**src/rtl/cla_pkg.sv**
```systemverilog
// Shared types and constants for the shared-CLA arbiter: FSM states, requester
// IDs and the settle-counter width helper.
package cla_pkg;

  typedef enum logic [1:0] {
    IDLE   = 2'd0,
    SETTLE = 2'd1,
    RESP   = 2'd2
  } state_t;

  localparam logic REQ0 = 1'b0;
  localparam logic REQ1 = 1'b1;

  // One spare bit so SETTLE_CYCLES-1 always fits, including SETTLE_CYCLES=1.
  function automatic int cnt_width(input int settle_cycles);
    return $clog2(settle_cycles) + 1;
  endfunction

endpackage

```
**src/rtl/rr_arb2.sv**
```systemverilog
// Two-requester round-robin grant. Purely combinational; the last-grant
// history register is owned by the parent.
module rr_arb2
  import cla_pkg::*;
(
  input  logic valid0,
  input  logic valid1,
  input  logic last_grant,
  output logic grant_valid,
  output logic grant_id
);

  // On a tie, the requester that did not win last time gets the grant
  always_comb begin
    grant_valid = valid0 | valid1;
    grant_id    = REQ0;
    if (valid0 && valid1) begin
      grant_id = ~last_grant;
    end else if (valid1) begin
      grant_id = REQ1;
    end else begin
      grant_id = REQ0;
    end
  end

endmodule

```
**src/rtl/cla_adder_arbiter.sv**
```systemverilog
// Time-shares one external combinational CLA adder between two requesters:
// round-robin accept, registered operands, fixed settle window, tagged response.
module cla_adder_arbiter
  import cla_pkg::*;
#(
  parameter int unsigned WIDTH         = 8,
  parameter int unsigned SETTLE_CYCLES = 1
) (
  input  logic             clk,
  input  logic             rst,
  input  logic             req0_valid,
  output logic             req0_ready,
  input  logic [WIDTH-1:0] req0_a,
  input  logic [WIDTH-1:0] req0_b,
  input  logic             req0_cin,
  input  logic             req1_valid,
  output logic             req1_ready,
  input  logic [WIDTH-1:0] req1_a,
  input  logic [WIDTH-1:0] req1_b,
  input  logic             req1_cin,
  output logic [WIDTH-1:0] add_a,
  output logic [WIDTH-1:0] add_b,
  output logic             add_cin,
  input  logic [WIDTH-1:0] add_sum,
  input  logic             add_cout,
  output logic             resp_valid,
  input  logic             resp_ready,
  output logic             resp_id,
  output logic [WIDTH-1:0] resp_sum,
  output logic             resp_cout,
  output logic             busy
);

  localparam int CNT_W = cnt_width(SETTLE_CYCLES);

  state_t           state_r;
  state_t           state_next_s;
  logic [CNT_W-1:0] count_r;
  logic             last_grant_r;
  logic             grant_valid_s;
  logic             grant_id_s;
  logic             accept_s;
  logic             capture_s;

  rr_arb2 u_rr_arb2 (
    .valid0      (req0_valid),
    .valid1      (req1_valid),
    .last_grant  (last_grant_r),
    .grant_valid (grant_valid_s),
    .grant_id    (grant_id_s)
  );

  assign req0_ready = accept_s && (grant_id_s == REQ0);
  assign req1_ready = accept_s && (grant_id_s == REQ1);
  assign resp_valid = (state_r == RESP);
  assign busy       = (state_r != IDLE);

  // Next-state decode plus the accept and capture strobes
  always_comb begin
    state_next_s = state_r;
    accept_s     = 1'b0;
    capture_s    = 1'b0;
    case (state_r)
      IDLE: begin
        if (grant_valid_s) begin
          accept_s     = 1'b1;
          state_next_s = SETTLE;
        end else begin
          state_next_s = IDLE;
        end
      end
      SETTLE: begin
        if (count_r == {CNT_W{1'b0}}) begin
          capture_s    = 1'b1;
          state_next_s = RESP;
        end else begin
          state_next_s = SETTLE;
        end
      end
      RESP: begin
        if (resp_ready) begin
          state_next_s = IDLE;
        end else begin
          state_next_s = RESP;
        end
      end
      default: begin
        state_next_s = IDLE;
      end
    endcase
  end

  // FSM state register
  always_ff @(posedge clk) begin
    if (rst) begin
      state_r <= IDLE;
    end else begin
      state_r <= state_next_s;
    end
  end

  // Operand latch, settle counter, result capture and grant history
  always_ff @(posedge clk) begin
    if (rst) begin
      add_a        <= {WIDTH{1'b0}};
      add_b        <= {WIDTH{1'b0}};
      add_cin      <= 1'b0;
      resp_id      <= 1'b0;
      resp_sum     <= {WIDTH{1'b0}};
      resp_cout    <= 1'b0;
      count_r      <= {CNT_W{1'b0}};
      last_grant_r <= REQ1;
    end else begin
      if (accept_s) begin
        if (grant_id_s == REQ1) begin
          add_a   <= req1_a;
          add_b   <= req1_b;
          add_cin <= req1_cin;
        end else begin
          add_a   <= req0_a;
          add_b   <= req0_b;
          add_cin <= req0_cin;
        end
        resp_id      <= grant_id_s;
        last_grant_r <= grant_id_s;
        count_r      <= CNT_W'(SETTLE_CYCLES - 1);
      end
      if ((state_r == SETTLE) && !capture_s) begin
        count_r <= count_r - CNT_W'(1);
      end
      // add_* are untouched here, so they keep the last operands after completion
      if (capture_s) begin
        resp_sum  <= add_sum;
        resp_cout <= add_cout;
      end
    end
  end

endmodule

```
**config.mk**
```make
export PLATFORM = sky130hd
export DESIGN_NAME = cla_adder_arbiter
export DESIGN_NICKNAME = d
export VERILOG_FILES = /design/src/rtl/cla_pkg.sv /design/src/rtl/rr_arb2.sv /design/src/rtl/cla_adder_arbiter.sv
export SDC_FILE = /design/constraint.sdc
export NUM_CORES = 1
export LEC_CHECK = 0
export CAP_MARGIN = 5
export CORE_MARGIN = 4
export CORE_UTILIZATION = 60
export CTS_BUF_LIST = sky130_fd_sc_hd__clkbuf_16
export DETAILED_ROUTE_END_ITERATION = 8
export DONT_BUFFER_PORTS = 1
export PLACE_DENSITY_LB_ADDON = 0.08
export SYNTH_ARGS = -nofsm -noshare
export SYNTH_HDL_FRONTEND = slang
export SYNTH_SLANG_ARGS = --single-unit
```
**constraint.sdc**
```tcl
create_clock -name clk -period 2 [get_ports clk]
set_clock_uncertainty 0.15 [all_clocks]
set_input_delay 0.3 -clock clk [delete_from_list [all_inputs] [get_ports clk]]
set_output_delay 0.3 -clock clk [all_outputs]
set_load 0.01 [all_outputs]
```
Word level (Yosys, flattened, before mapping)

Cells that the tools add are included.
Widths: inputs -> output; s select.

Output and inout port bits: 31
Bits of input ports: 48
RAM bits: 0
Bits in read-only memories: 0
Register bits: 31
Bits in latches: 0
Memories kept: 0

Reduce and logical (&&, ||, !) cells: 8
Equality and inequality tests: 2
Multiplexer cells: 15
Magnitude comparators: 0
Shift operators: 0
$add $sub $neg: 1
Bitwise operators: 3
Div/mod/pow operators: 0
$mul: 0

Operators by type and width:

| cell                | number |
|---|---|
| $mux 8              | 2 |
| $mux 1              | 10 |
| $pmux 2 s3          | 1 |
| $logic_and 1x1->1   | 4 |
| $mux 2              | 2 |
| $reduce_bool 2->1   | 2 |
| $eq 2x1->1 const B  | 1 |
| $eq 2x2->1 const B  | 1 |
| $logic_not 2->1     | 1 |
| $not 1->1           | 2 |
| $logic_not 1->1     | 1 |
| $or 1x1->1          | 1 |
| $sub 1x1->1 const B | 1 |

Longest topological paths before layout

Word-level depth: 5
Mapped depth: 5

Modules after synthesis

A second synthesis with hierarchy kept.

Cells, all modules: 140
Area total of the unflattened synthesis: 1386.3 sq um

Modules (own cells, without submodules):

| module            | sequential area each (sq um) | area an instance (sq um) | instances | cells each |
|---|---|---|---|---|
| cla_adder_arbiter | 620.6                        | 1372.6                   | 1         | 138 |
| rr_arb2           | 0.0                          | 13.8                     | 1         | 2 |

Least setup slack after synthesis

OpenSTA, ideal clock, no wires.

Kind: register to output
Start point: reg state_r[1]
End point: out req0_ready
Path slack: 0.516 ns
Arrival: 1.034 ns
Stages on the path, launching flop included: 5
Cell sequence: dfxtp_1 -> nor3b_2 -> buf_4 -> buf_6 -> and2_1

Cells in the longest elaborated chain, start to end: 3

Ends and longest elaborated chain:

| what                   | RTL line                | RTL |
|---|---|---|
| start, declared        | cla_adder_arbiter.sv:36 | `state_t state_r;` |
| start signal, assigned | cla_adder_arbiter.sv:98 | `state_r <= state_next_s;` |
| $logic_not 2->1        | cla_adder_arbiter.sv:63 | `case (state_r)` |
| $mux 1                 | cla_adder_arbiter.sv:63 |  |
| $logic_and 1x1->1      | cla_adder_arbiter.sv:53 | `assign req0_ready = accept_s && (grant_id_s == REQ0);` |
| end, declared          | cla_adder_arbiter.sv:12 | `output logic req0_ready,` |

No other way between the ends.

Final worst setup path

Start point: reg state_r[1]
End point: out busy

Cells in the longest elaborated chain, start to end: 1

Ends and longest elaborated chain:

| what              | RTL line                | RTL |
|---|---|---|
| $reduce_bool 2->1 | cla_adder_arbiter.sv:56 | `assign busy = (state_r != IDLE);` |
| end, declared     | cla_adder_arbiter.sv:31 | `output logic busy` |

No other way between the ends.

==> summary.md <==
| Metric | Value |
|---|---|
| Post-synth net total | ~200 |
| Largest net degree at the start of global routing | 30 |
| Final Max Tran Viols | 0 |
| DRT Pass-1 Iters | 4 |
| Clock latency on the worst-skew pair | ~0.26 ns |
| Max VDD drop | 0.907 mV |
| RD Place Congestion | 0.786 |
| Crit path cell chain | or2_1 |
| Setup TNS | 0 ns |
| CP max stage delay | 0.59 ns |
| Min-delay src | add_sum[5] |
| Slew margin rel. | a little under a third |
| CTS Root Cell | clkbuf_16 |
| ANT cells | 0 |
| First-pass GRT wire length | around 5700 um |
| Row count | 16 |
| H-tree depth | 2 |
| Synth Cell Area | around 1400 um2 |
| Simple-gate share of the synthesized area | between 20 and 25% |
| Post-CTS Hold Fix Bufs | 2 |
| Minimum clock period | roughly 1.8 ns |
| Synth Register Bits | 31 |
| Clock slew at reported path FFs | 0.05 ns |
| Post-Syn Instances | 153 |
| Initial drt markers | just over 60 |
| # IOs | 79 |
| Reg2reg end | add_a[0] |
| Critical R2R Launch | state_r[1] |
| Setup-failing EPs final | 0 |
| Master of the slowest instance on the critical path | or2_1 |
| Overflow after GRT | 0 |
| Worst hold path depth | 2 |
| Reg2reg path depth | 3 |
| Placed instance count | roughly 180 |
| Post_cts resized | 0 |
| Footprint of the multi-input gates | 622 um2 |
| Critical Path RT | roughly 1.6 ns |
| Post-synth cell types | 25 |
| Lkg Pwr | roughly 0.56 nW |
| Via/cell ratio | 6.47 |
| Crit path launch type | register |
| Max Clock Freq | ~550 MHz |
| Post-CTS Setup Repair Bufs | 0 |
| Crit Path Class | register to output pin |
| Worst Path Buf+Inv | 0 |
| TritonCTS Buffers | 5 |
| RSZ-0062 raised after global routing | no |
| Fin. Hold Viols | 0 |
| P&R area growth vs syn | 11.5% |
| Worst hold path endpoint | resp_sum[5] |
| Total die area | about 3100 um2 |
| Hold/Removal Path Class | input port to register |
| CTS sink count | 31 |
| Largest family of logic cells by synthesized area | simple AND/OR/NAND/NOR gates |
| Vias | 1197 |
| Die Ht | between 50 and 60 um |
| Crit end category | output pin |
| Crit path max-delay family | simple AND/OR/NAND/NOR gates |
| Syn Area/Cell | approximately 9 um2 |
| Non-Filler Instances | between 150 and 200 |
| Register-to-register setup slack | 0.24 ns |
| Slew @ Worst Pin | roughly 1.0 ns |
| Post-route ant nets | 0 |
| Post-synthesis adder-cell area fraction | 0% |
| Initial antenna violation count | 0 |
| Vias in the first global route | 1245 |
| Xor and xnor area share after synthesis | 0% |
| Nets@finish | 205 |
| Initial core utilization | around 66% |
| IO buf count | 0 |
| Compound-cell area share of the yosys netlist | approximately 16% |
| CTS tree | yes |
| Residual DRC count | 0 |
| Clock tree buffer depth | 2 |
| Crit path from | state_r[1] |
| Core area | between 2000 and 2500 um2 |
| Syn. warnings | 0 |
| Power per Cell Area | 1100 nW/um2 |
| Post-Route WL | 3480 um |
| Multiplexer share of the synthesized area | 6.65% |
| Hpwl dp | between 2000 and 2500 um |
| WL/cell | 18.8 um |
| Max-Cap Viols | 0 |
| Ratio of cells with drive above 1 in the final layout | between 10% and 20% |
| Status | complete, no violations |
| Reg area | between 600 and 700 um2 |
| Crit-path max FO | 19 |
| Filler cell count | 157 |
| Sequential fraction of the synthesis area | between 40 and 50% |
| Critical path arrival | approximately 1.4 ns |
| GRT Resource Usage Total | 23.0% |
| Fin crit share | 90.6% |
| Die X | 55.5 um |
[state kept, by name (all words and copies together) (netlist names)]
| name | count |
|---|---|
| resp_sum | 8 |
| resp_id | 1 |
| count_r | 1 |
| resp_cout | 1 |
| add_a | 8 |
| add_cin | 1 |
| state_r | 2 |
| last_grant_r | 1 |
| add_b | 8 |
[placed cells by master (no fill, tap or decap)]
cell type | netlist | final
or2_1 | 1 | 1
o21ai_1 | 1 | 1
dlygate4sd3_1 | 0 | 2
a2111oi_0 | 1 | 1
a21oi_1 | 1 | 1
clkinv_2 | 0 | 1
inv_1 | 4 | 6
mux2i_1 | 9 | 9
o221ai_1 | 1 | 1
nor3_1 | 2 | 2
o21a_1 | 1 | 1
nor2_1 | 12 | 12
o21ai_0 | 16 | 16
a31oi_1 | 17 | 17
buf_4 | 2 | 8
nand2_1 | 1 | 1
clkbuf_16 | 0 | 5
and2_1 | 2 | 2
nor2b_1 | 2 | 2
nand3_1 | 34 | 34
nand2b_1 | 1 | 1
dfxtp_1 | 31 | 31
nor3b_4 | 1 | 1
nor3b_2 | 2 | 2
[report_power, final]
part	leakage [nW]	switching, mW	internal (mW)
Clock	0.0762	0.236	0.447
Combinational	0.227	0.137	0.0943
Sequential	0.255	0.0682	0.678
[how the worst max path moves through the flow]
stage | depth (start not counted) | slack, ns | to
3_3_place_gp | 3 | 0.42 | add_b[4]
6_report | 1 | 0.19 | busy
4_1_cts | 1 | 0.21 | busy
3_5_place_dp | 3 | 0.33 | add_b[4]
5_1_grt | 1 | 0.11 | busy
2_1_floorplan | 4 | 0.52 | req0_ready
[metrics by stage]
step / hold slack [ns] / power, mW / setup WS (ns) / utilization, % / instance area, um2
final: 0.0355 / 1.66 / 0.187 / 73.9 / 1510
after global routing: 0.0435 / 1.74 / 0.108 / 73.9 / 1510
after CTS: 0.0327 / 1.67 / 0.211 / 73.9 / 1510
after detailed placement: 0.224 / 0.975 / 0.325 / 66.2 / 1350
after global placement: 0.223 / 0.963 / 0.422 / 66.2 / 1350
after floorplan: 0.242 / 0.947 / 0.516 / - / 1350
[synthesized netlist by cell type]
master,number,area (um2)
a2111oi_0,1,8.76
a21oi_1,1,5.00
a31oi_1,17,106
and2_1,2,12.5
buf_2,1,5.00
buf_4,2,15.0
buf_6,5,56.3
clkbuf_1,4,15.0
clkbuf_2,1,5.00
dfxtp_1,31,621
inv_1,4,15.0
mux2i_1,9,90.1
nand2_1,1,3.75
nand2b_1,1,6.26
nand3_1,34,170
nor2_1,12,45.0
nor2b_1,2,12.5
nor3_1,2,10.0
nor3b_2,2,25.0
nor3b_4,1,18.8
o21a_1,1,7.51
o21ai_0,16,80.1
o21ai_1,1,5.00
o221ai_1,1,8.76
or2_1,1,6.26
[layer usage]
| layer | up-vias | routed length (um) | GRT usage [%] |
|---|---|---|---|
| met5 | - | 0 | 0 |
| met4 | 0 | 63 | 10.1 |
| met3 | 8 | 416 | 11.7 |
| met2 | 71 | 1730 | 37.7 |
| met1 | 557 | 1280 | 24.6 |
| li1 | 561 | - | - |
[kinds of logic (layout without fill, tap and decap cells)]
kind of cell,count (synthesis),after routing
flops,31,31
buf+inv,17,22
simple gates,58,58
compound gates,38,38
mux,9,9
[cell type report]
class,instances,area share (%)
tap,27,2.24
clock buffer,5,8.29
sequential,31,41.1
inverter,4,0.995
timing repair buffer,10,5.31
multi-input combinational,105,41.2
clock inverter,3,0.829
Note: power is estimated with default switching activity, not from simulation.
